$ cat src/rtl/mem_req_arbiter_pkg.sv
// Shared source IDs and transfer-size encodings for the memory request arbiter.
// The macro forms are kept for legacy code that still uses `SRC_* / `SIZE_*.
`ifndef MEM_ARB_COMMON_VH
`define MEM_ARB_COMMON_VH
`define SRC_INST  1'b0
`define SRC_DATA  1'b1
`define SIZE_BYTE 2'd0
`define SIZE_HALF 2'd1
`define SIZE_WORD 2'd2
`endif

package mem_req_arbiter_pkg;
  localparam logic       SRC_INST  = `SRC_INST;
  localparam logic       SRC_DATA  = `SRC_DATA;
  localparam logic [1:0] SIZE_BYTE = `SIZE_BYTE;
  localparam logic [1:0] SIZE_HALF = `SIZE_HALF;
  localparam logic [1:0] SIZE_WORD = `SIZE_WORD;

  function automatic logic other_src(input logic src);
    return (src == SRC_INST) ? SRC_DATA : SRC_INST;
  endfunction
endpackage

$ cat src/rtl/arb_order_fifo.sv
// 1-bit-wide synchronous FIFO recording which source issued each accepted request.
// Push while full and pop while empty are dropped.
module arb_order_fifo #(
  parameter int DEPTH = 4
) (
  input  logic clk,
  input  logic resetn,
  input  logic push,
  input  logic pop,
  input  logic din,
  output logic dout,
  output logic full,
  output logic empty
);
  localparam int AW = (DEPTH > 1) ? $clog2(DEPTH) : 1;

  logic [DEPTH-1:0] mem;
  logic [AW-1:0]    wr_ptr;
  logic [AW-1:0]    rd_ptr;
  logic [AW:0]      count;
  logic             do_push;
  logic             do_pop;

  assign full    = (count == (AW+1)'(DEPTH));
  assign empty   = (count == '0);
  assign do_push = push && !full;
  assign do_pop  = pop && !empty;
  assign dout    = mem[rd_ptr];

  // DEPTH is a power of two, so pointer wrap is free.
  always_ff @(posedge clk) begin
    if (!resetn) begin
      wr_ptr <= '0;
      rd_ptr <= '0;
      count  <= '0;
    end else begin
      if (do_push) wr_ptr <= wr_ptr + 1'b1;
      if (do_pop)  rd_ptr <= rd_ptr + 1'b1;
      case ({do_push, do_pop})
        2'b10:   count <= count + 1'b1;
        2'b01:   count <= count - 1'b1;
        default: count <= count;
      endcase
    end
  end

  always_ff @(posedge clk) begin
    if (do_push) mem[wr_ptr] <= din;
  end
endmodule

$ cat src/rtl/mem_req_arbiter.sv
// Shares one SRAM-like port between fetch and load/store; responses routed in order.
// Define MEM_ARB_RR_EN for round-robin arbitration on conflicts (default: data over inst).
module mem_req_arbiter
  import mem_req_arbiter_pkg::*;
#(
  parameter int OUTSTANDING = 4
) (
  input  logic        clk,
  input  logic        resetn,
  input  logic        inst_req,
  input  logic [31:0] inst_addr,
  output logic        inst_addr_ok,
  output logic        inst_data_ok,
  output logic [31:0] inst_rdata,
  input  logic        data_req,
  input  logic        data_wr,
  input  logic [1:0]  data_size,
  input  logic [31:0] data_addr,
  input  logic [31:0] data_wdata,
  output logic        data_addr_ok,
  output logic        data_data_ok,
  output logic [31:0] data_rdata,
  output logic        mem_req,
  output logic        mem_wr,
  output logic [1:0]  mem_size,
  output logic [31:0] mem_addr,
  output logic [31:0] mem_wdata,
  input  logic        mem_addr_ok,
  input  logic        mem_data_ok,
  input  logic [31:0] mem_rdata
);
  logic full;
  logic empty;
  logic head_src;
  logic grant_inst;
  logic grant_data;
  logic push;
  logic pop;
  logic push_src;

`ifdef MEM_ARB_RR_EN
  logic rr;

  always_ff @(posedge clk) begin
    if (!resetn)   rr <= SRC_INST;
    else if (push) rr <= other_src(push_src);
  end
`endif

  always_comb begin
    grant_inst = 1'b0;
    grant_data = 1'b0;
    if (!full) begin
      if (inst_req && data_req) begin
`ifdef MEM_ARB_RR_EN
        grant_inst = (rr == SRC_INST);
        grant_data = (rr == SRC_DATA);
`else
        grant_data = 1'b1;
`endif
      end else begin
        grant_inst = inst_req;
        grant_data = data_req;
      end
    end
  end

  always_comb begin
    mem_req   = grant_inst || grant_data;
    mem_wr    = 1'b0;
    mem_size  = SIZE_WORD;
    mem_addr  = inst_addr;
    mem_wdata = '0;
    if (grant_data) begin
      mem_wr    = data_wr;
      mem_size  = data_size;
      mem_addr  = data_addr;
      mem_wdata = data_wdata;
    end
  end

  assign push_src     = grant_data ? SRC_DATA : SRC_INST;
  assign push         = mem_req && mem_addr_ok;
  assign pop          = mem_data_ok && !empty;
  assign inst_addr_ok = mem_addr_ok && grant_inst;
  assign data_addr_ok = mem_addr_ok && grant_data;

  // Zero-latency return: the head of the order FIFO steers the response.
  assign inst_data_ok = pop && (head_src == SRC_INST);
  assign data_data_ok = pop && (head_src == SRC_DATA);
  assign inst_rdata   = mem_rdata;
  assign data_rdata   = mem_rdata;

  arb_order_fifo #(.DEPTH(OUTSTANDING)) u_order_fifo (
    .clk    (clk),
    .resetn (resetn),
    .push   (push),
    .pop    (pop),
    .din    (push_src),
    .dout   (head_src),
    .full   (full),
    .empty  (empty)
  );
endmodule

$ cat config.mk
export PLATFORM = sky130hd
export DESIGN_NAME = mem_req_arbiter
export DESIGN_NICKNAME = d
export VERILOG_FILES = /design/src/rtl/mem_req_arbiter_pkg.sv /design/src/rtl/arb_order_fifo.sv /design/src/rtl/mem_req_arbiter.sv
export SDC_FILE = /design/constraint.sdc
export NUM_CORES = 1
export LEC_CHECK = 0
export CAP_MARGIN = 25
export CORE_AREA = 10 10 97 99
export DETAILED_ROUTE_END_ITERATION = 8
export DIE_AREA = 0 0 107 109
export DONT_BUFFER_PORTS = 1
export MAX_ROUTING_LAYER = met4
export SLEW_MARGIN = 25
export SYNTH_ARGS = -nofsm -noshare
export SYNTH_HDL_FRONTEND = slang
export SYNTH_SLANG_ARGS = --single-unit
$ cat constraint.sdc
create_clock -name clk -period 4.62 [get_ports clk]
set_clock_uncertainty 0.15 [all_clocks]
set_input_delay 0.924 -clock clk [delete_from_list [all_inputs] [get_ports clk]]
set_output_delay 0.924 -clock clk [all_outputs]
set_load 0.01 [all_outputs]
# Word level (Yosys, flattened, before mapping)
# Cells that the tools add are included.
classes:
  n_mux: 15
  n_lt_le_gt_ge: 3
  eq_ne: 3
  n_bitwise: 1
  shifts: 0
  add_sub_neg: 4
  n_mul: 0
  div: 0
  reduce_logical: 15
ops:
  columns: ["operator", "count"]
  rows:
  - ["32-bit 2-to-1 mux", 2]
  - ["1-bit logical AND", 10]
  - ["1-bit 2-to-1 mux", 8]
  - ["2-bit by 3-bit < comparator with 1-bit output, second input constant", 2]
  - ["3-bit one-hot mux with 2 select lines", 1]
  - ["2-bit by 1-bit adder with 2-bit output, second input constant", 2]
  - ["4-bit bitwise mux", 1]
  - ["3-bit by 1-bit adder with 3-bit output, second input constant", 1]
  - ["3-bit == test, second input constant", 1]
  - ["3-bit logical NOT", 1]
  - ["3-bit by 1-bit subtractor with 3-bit output, second input constant", 1]
  - ["1-bit binary-select mux with 2-bit select", 1]
  - ["1-bit demux with 2-bit select", 1]
  - ["2-bit by 1-bit == test with 1-bit output, second input constant", 1]
  - ["2-bit == test, second input constant", 1]
  - ["2-bit by 1-bit >= comparator with 1-bit output, second input constant", 1]
  - ["1-bit logical NOT", 2]
  - ["2-bit 2-to-1 mux", 1]
  - ["2-bit nonzero test", 1]
  - ["1-bit logical OR", 1]
  - ["1-bit inverter", 1]
word_totals:
  input_bits: 137
  output_inout_bits: 136
  regBits: 11
  word_cells: 45
  romBits: 0
  n_memories: 0
  ramBits: 0
  latchBits: 0

# Longest topological paths before layout
# Gate-level depths: netlist of run 1.
logic_depth:
  ltp_word: 8
  depth_mapped: 9
  depth_no_buf: 9

# Modules after synthesis
# From an unflattened synthesis of run 1, not the netlist that was laid out.
unflattened:
  cells_unflattened: 204
  area_unflattened_um2: 1793.0
by_module_without_submodules:
  columns: ["mod", "seq_area_each_um2", "instances", "cells_per_inst", "area_each_um2"]
  rows:
  - ["mem_req_arbiter", 0.0, 1, 148, 1194.9]
  - ["arb_order_fifo", 260.2, 1, 56, 598.1]

# Worst setup path before layout of run 1
# Ideal clock, no wire load.
synth_path:
  path_kind: "input port to output port"
  from: "input data_req"
  to: "output mem_addr[10]"
  n_path_buf: 2
  slack_ps: 1903
  required_time_ps: 3546
  path_stages: 4
  t_arrival_ps: 1643
  cell_sequence: "nor2b_2 > buf_6 > buf_6 > mux2_4"
synth_via:
  elab_chain_cells: 4
synth_rtl:
  columns: ["item", "line_no", "source"]
  rows:
  - ["start: declaration", "mem_req_arbiter.sv:15", "input logic data_req,"]
  - ["1-bit logical AND", "mem_req_arbiter.sv:54", "if (inst_req && data_req) begin"]
  - ["1-bit 2-to-1 mux *", "mem_req_arbiter.sv:54", null]
  - ["1-bit 2-to-1 mux *", "mem_req_arbiter.sv:53", "if (!full) begin"]
  - ["32-bit 2-to-1 mux *", "mem_req_arbiter.sv:74", "if (grant_data) begin"]
  - ["end: declaration", "mem_req_arbiter.sv:26", "output logic [31:0] mem_addr,"]
# Mark *: on every way between the ends. The rest lies on a longest branch, timed or not.

# Worst setup path after layout of run 1
layout_path:
  from: "input data_req"
  to: "output mem_addr[1]"
# Same word-level chain as after synthesis.

==> summary.txt, run 1 <==
STA
  • RSZ-0062 raised after global routing: no
  • Pins Over Slew Limit: 0
  • Tcrit/Tclk final: 67.32%
  • Setup tns final: 0 ns
  • Max Fclk: 0.3215 GHz
  • Count of final hold-check violations: 0
  • Post-layout min period: 3.110 ns
  • Worst-margin pin slew: 0.5147 ns
  • Final setup viols: 0
  • Slew HR: 65.40%
  • Worst setup margin: 1.510 ns

Die
  • Total core area: 7527 um2
  • Initial Util: 25.17%
  • Die Span Y: 109 um
  • I/O pins: 273
  • Cell Rows: 32
  • Die W: 107 um
  • Die ar.: 11,660 um2

Drt
  • DRC: 0
  • Routed length on met3: 893 um
  • Metal-1 WL: 2247 um
  • Vias/cell: 4.517
  • Highest metal used: met4
  • Met2 WL: 2601 um
  • DR pass1 iterations: 4
  • Iter 0 DRT Violations: 32
  • Routed len/inst: 24.68 um
  • Post-DRT Antenna Nets: 0
  • Total number of vias: 1,057
  • Routed WL: 5775 um

Place
  • Dpl hpwl: 5229 um
  • Post-Place Cell Area: 1484 um2
  • # placed instances: 230
  • Number of port buffers: 0
  • RD Place Congestion: 0.7058
  • DP Worst Slack: 1.471 ns

CTS
  • CTS Buf Count: 3
  • CTS tree: done
  • Clock Sinks: 11
  • # resized after CTS: 0
  • H-Tree Depth: 1
  • Maximum clock path buffer count: 2
  • Worst-skew pair later-pin latency: 0.24 ns
  • Clock Root Buffer: clkbuf_8
  • Hold_buf cts: 0
  • Worst-path clk slew: 0.05 ns
  • Setup Fix Bufs, Post-CTS: 0

Global route
  • Gr ovfl total: 0
  • GRT Resource Usage Total: 8.606%
  • Vias in the first global route: 1,152
  • First-pass GRT wire length: 7693 um
  • Largest net degree at the start of global routing: 55
  • Initial antenna violation count: 0

Yosys
  • Ys flop type: dfxtp_1
  • Post-synth top area share: 25.36%
  • Syn nets: 342
  • Share of synthesized flip-flops with an asynchronous set or reset: 0%
  • Post-synthesis cell type count: 27
  • Seq/Total Area, Yosys: 13.74%
  • Number of synthesized flops with an enable pin: 4
  • Area leader, netlist: buf_4
  • Mapped Cells: 199
  • Count leader, synth: buf_4
  • Commonest cells in the netlist: 64 x buf_4, 42 x and2_1, 32 x mux2_4
  • Syn avg cell area: 9.519 um2
  • Post-synthesis register bit count: 11
  • Ys Warns: 0
  • Synth area leaders: buf_4 25%, mux2_4 25%, and2_1 14%, dfxtp_1 7.4%, edfxtp_1 6.3%
  • Mapped Area: 1894 um2

Pwr
  • Pwr dens: 377.1 nW/um2
  • Static Leakage: 0.6361 nW
  • Peak VDD IR: 0.0002074 V

Finish
  • Nets@finish: 276
  • Area delta synth->final: -19.29%
  • ANT cells: 0
  • Design Area, Final: 1529 um2
  • Post-Layout Cell Count: 234
  • Layout Utilization: 20.31%
  • Fraction of layout cells with a size suffix above 1: 30.30%

Worst setup path
  • Reg2reg start: u_order_fifo.count[2]$_SDFFE_PN0P_
  • Slowest stage cell, crit path: nor2b_4
  • Worst path cell trace: nor2b_4 > buf_12 > mux2_4
  • Reg2Reg Setup Slack: 2.16 ns
  • Worst R2R Path Depth: 9
  • Worst stage delay on the critical path: 0.40 ns
  • WS Path Type: in2out
  • Critical Path RT: 3.55 ns
  • Max FO, Critical Path: 54
  • CP Capture Type: output port
  • R2r endpoint: u_order_fifo.count[2]$_SDFFE_PN0P_
  • Arr. time, crit path: 2.04 ns
  • Critical path startpoint category: input pin

Min path
  • Min-delay src: u_order_fifo.wr_ptr[1]$_SDFFE_PN0P_
  • Hold path depth: 2
  • WHS Endpoint: u_order_fifo.wr_ptr[1]$_SDFFE_PN0P_
  • Worst Hold Class: reg2reg

Flow run
  • Max-Cap Viols: 0

Run status
  • Status: complete, no violations
-- registers in the layout (all words and copies together), names as in the netlist --
register	cells
u_order_fifo.count	3
u_order_fifo.mem	4
u_order_fifo.rd_ptr	2
u_order_fifo.wr_ptr	2
-- worst max path at each step --
stage	end	cells past startpoint	start	slack, ns
after floorplan	mem_addr[10]	4	data_req	1.90
after global placement	mem_addr[29]	3	data_req	1.52
after detailed placement	mem_addr[29]	3	data_req	1.47
after CTS	mem_addr[29]	3	data_req	1.48
after global routing	mem_addr[29]	3	data_req	1.41
final	mem_addr[1]	3	data_req	1.51
-- final cells by class --
cell class	instances	area (um2)
sequential	11	260.3
timing repair buffer	1	20.02
tap	102	127.6
multi-input combinational	109	1050
fill	832	5998
clock buffer	4	45.04
inverter	7	26.28
-- logic make-up (layout without fill, tap and decap cells) --
| group | count (synthesis) | count (layout) | synth area share, % |
|---|---|---|---|
| AND/OR/NAND/NOR | 57 | 57 | 19.15 |
| adder cells (fa/ha/maj) | 6 | 6 | 4.359 |
| AO/OA/AOI/OAI | 8 | 8 | 2.708 |
| buffers and inverters | 79 | 12 | 31.11 |
| multiplexers | 34 | 34 | 27.08 |
| flip-flops | 11 | 11 | 13.74 |
| XOR/XNOR | 4 | 4 | 1.850 |
-- power by group --
part / total, mW / switching, mW / internal (mW)
Clock: 0.0978 / 0.0371 / 0.0607
Combinational: 0.328 / 0.171 / 0.157
Sequential: 0.150 / 0.0264 / 0.124
Total: 0.577 / 0.234 / 0.342
-- per-layer routing --
metal | vias to the layer above | global-route usage, %
li1 | 444 | -
met1 | 452 | 9.287
met2 | 157 | 12.42
met3 | 4 | 5.900
met4 | 0 | 2.708
met5 | - | -
-- cell usage in the layout (no fill, tap or decap), types with 3 or more instances in the layout --
| master | synthesis | layout |
|---|---|---|
| and2_1 | 42 | 42 |
| clkbuf_8 | 0 | 3 |
| dfxtp_1 | 7 | 7 |
| edfxtp_1 | 4 | 4 |
| ha_1 | 5 | 5 |
| inv_1 | 7 | 7 |
| mux2_4 | 32 | 32 |
| nand2_1 | 3 | 3 |
| nor2_1 | 4 | 4 |
| o21ai_0 | 4 | 4 |
| xnor2_1 | 3 | 3 |
-- worst max-delay path: cells and delay by family --
kind | cells | cell delay, ns
buffers and inverters | 1 | 0.32
muxes | 1 | 0.35
and+or+nand+nor | 1 | 0.40
-- per-stage QoR --
step	power [mW]	hold WS, ns
5_1_grt	0.6251	0.3752
4_1_cts	0.5896	0.3553
3_3_place_gp	0.4807	0.3341
6_report	0.5765	0.3507
3_5_place_dp	0.4879	0.3412
2_1_floorplan	0.5098	0.3177
Power figures use the tool's default switching activity.
==> run 2, diff against run 1 <==
CORE_AREA = 10 10 98 100   (was 10 10 97 99)
DIE_AREA = 0 0 108 110   (was 0 0 107 109)
clock period = 3 ns   (was 4.62 ns; I/O delays follow)
==> summary.txt, run 2 (same netlist as run 1, synthesis figures left out) <==
Run status
  • Status: complete, no violations

Pwr
  • Pwr dens: 579.8 nW/um2 (+54%)
  • Peak VDD IR: 0.0004455 V (+110%)
  • Final Total Pwr: 0.8865 mW (+54%)
  • Static Leakage: 0.6361 nW (unchanged)

CTS
  • Setup Fix Bufs, Post-CTS: 0 (unchanged)
  • CTS Buf Count: 3 (unchanged)
  • H-Tree Depth: 1 (unchanged)
  • Clock Sinks: 11 (unchanged)
  • Maximum clock path buffer count: 2 (unchanged)
  • Clock Root Buffer: clkbuf_8
  • Worst-skew pair later-pin latency: 0.24 ns (about the same)
  • Hold_buf cts: 0 (unchanged)
  • CTS tree: done
  • Worst-path clk slew: 0.05 ns (about the same)
  • # resized after CTS: 0 (unchanged)

Finish
  • ANT cells: 0 (unchanged)
  • Most frequent cells in the layout: 42 x and2_1, 32 x mux2_4, 7 x inv_1, 7 x dfxtp_1, 5 x ha_1
  • Area delta synth->final: -19.29% (unchanged)
  • Fillcell total: 838 (+0.72%)
  • Max FFs per register: 4 (unchanged)
  • Fraction of layout cells with a size suffix above 1: 30.30% (unchanged)
  • Largest Register: u_order_fifo.mem
  • Biggest regs: u_order_fifo.mem (4), u_order_fifo.count (3)
  • Nets@finish: 276 (unchanged)
  • Storage cell area: 260.3 um2 (unchanged)
  • Layout Utilization: 19.99% (-0.32 points)
  • Area of the multi-input gates: 1050 um2 (unchanged)
  • Commonest non-fill, non-tap cell in the layout: and2_1

Worst setup path
  • Max FO, Critical Path: 7 (-87%)
  • WS Path Type: reg2reg
  • Arr. time, crit path: 2.49 ns (+0.45 ns)
  • Critical path startpoint category: flop
  • Worst path most repeated cell: inv_1
  • CP Capture Type: flop
  • Worst stage delay on the critical path: 0.38 ns (-0.02 ns)
  • Worst setup startpoint: u_order_fifo.count[2]$_SDFFE_PN0P_
  • Worst path cell trace: nor3b_4 > nor2_1 > inv_1 > ha_1 > inv_1 > fa_1 > xor2_1 > or3_1 > a21boi_0
  • Slowest stage cell, crit path: dfxtp_1
  • Reg2reg start: u_order_fifo.count[2]$_SDFFE_PN0P_
  • Critical Path RT: 3.01 ns (-0.54 ns)

Die
  • Total core area: 7647 um2 (+1.6%)
  • Die ar.: 11,880 um2 (+1.9%)
  • Die Span Y: 110 um (+0.92%)
  • Cell Rows: 32 (unchanged)
  • I/O pins: 273 (unchanged)
  • Die W: 108 um (+0.93%)
  • Initial Util: 24.77% (-0.40 points)

Drt
  • Routed WL: 5211 um (-9.8%)
  • DR pass1 iterations: 4 (unchanged)
  • Post-DRT Antenna Nets: 0 (unchanged)
  • Met2 WL: 2429 um (-6.6%)
  • Iter 0 DRT Violations: 46 (+44%)
  • Routed length on met3: 866 um (-3.0%)
  • Vias/cell: 4.560 (+0.95%)
  • Highest metal used: met4
  • Routed len/inst: 22.27 um (-9.8%)
  • Metal-1 WL: 1858 um (-17%)
  • DRC: 0 (unchanged)
  • Total number of vias: 1,067 (+0.95%)

Place
  • RD Place Congestion: 0.6954 (-1.5%)
  • Dpl hpwl: 4691 um (-10%)
  • DP Worst Slack: 0.4491 ns (-1.022 ns)
  • Number of port buffers: 0 (unchanged)

STA
  • Final setup viols: 0 (unchanged)
  • Worst-margin pin slew: 0.5551 ns (+0.04041 ns)
  • Max Fclk: 0.4045 GHz
  • Pins Over Slew Limit: 0 (unchanged)
  • Count of final hold-check violations: 0 (unchanged)
  • Tcrit/Tclk final: 82.41%
  • RSZ-0062 raised after global routing: no
  • Post-layout min period: 2.472 ns
  • Worst setup margin: 0.5278 ns (-0.9820 ns)
  • Setup tns final: 0 ns (unchanged)
  • Slew HR: 62.68% (-2.7 points)

Global route
  • Gr ovfl total: 0 (unchanged)
  • Initial antenna violation count: 0 (unchanged)
  • First-pass GRT wire length: 6886 um (-10%)
  • GRT Resource Usage Total: 7.366% (-1.2 points)
  • Largest net degree at the start of global routing: 72 (+31%)
  • Vias in the first global route: 1,177 (+2.2%)

Min path
  • Min-delay src: resetn
  • Worst Hold Class: in2reg

Flow run
  • Max-Cap Viols: 0 (unchanged)
## run 2: cell counts in the layout (fill, tap and decap cells not counted)
No cell type changed its count.
## run 2: worst paths after layout
check | end | cells after the start | slack [ns]
max reg2reg | u_order_fifo.count[2]$_SDFFE_PN0P_ | 9 | 0.53
min reg2reg | u_order_fifo.wr_ptr[1]$_SDFFE_PN0P_ | 2 | 0.35
max | u_order_fifo.count[2]$_SDFFE_PN0P_ | 9 | 0.53
min | u_order_fifo.rd_ptr[1]$_SDFFE_PN0P_ | 1 | 0.33
## run 2: through the flow
step / instances / hold slack [ns] / instance area [um2]
final: 234 / 0.3281 / 1529
after global routing: 234 / 0.3237 / 1529
after CTS: 234 / 0.3254 / 1529
after global placement: 230 / 0.3386 / 1484
after floorplan: 199 / 0.3177 / 1894
after detailed placement: 230 / 0.3525 / 1484
## run 2: metal layers
layer	GRT usage, %	vias up
met5	-	-
li1	-	445
met3	4.353	6
met1	7.909	466
met2	11.03	150
met4	2.672	0
## run 2: power breakdown
part	leakage, nW	switching, mW	internal [mW]
logic	0.519	0.262	0.243
registers	0.0939	0.0410	0.191
clock network	0.0228	0.0563	0.0933
## run 2: cell type report
class / count / share of cell area, %
clock buffer: 4 / 2.946
inverter: 7 / 1.718
multi-input combinational: 109 / 68.66
sequential: 11 / 17.02
tap: 102 / 8.347
timing repair buffer: 1 / 1.309
## run 2: worst max-delay path: cells and delay by family (launching register included)
kind	cells	cell delay [ns]
buffers and inverters	2	0.15
adder cells (fa/ha/maj)	2	0.54
XOR/XNOR	1	0.15
flip-flops	1	0.38
AO/OA/AOI/OAI	1	0.18
AND/OR/NAND/NOR	3	0.85
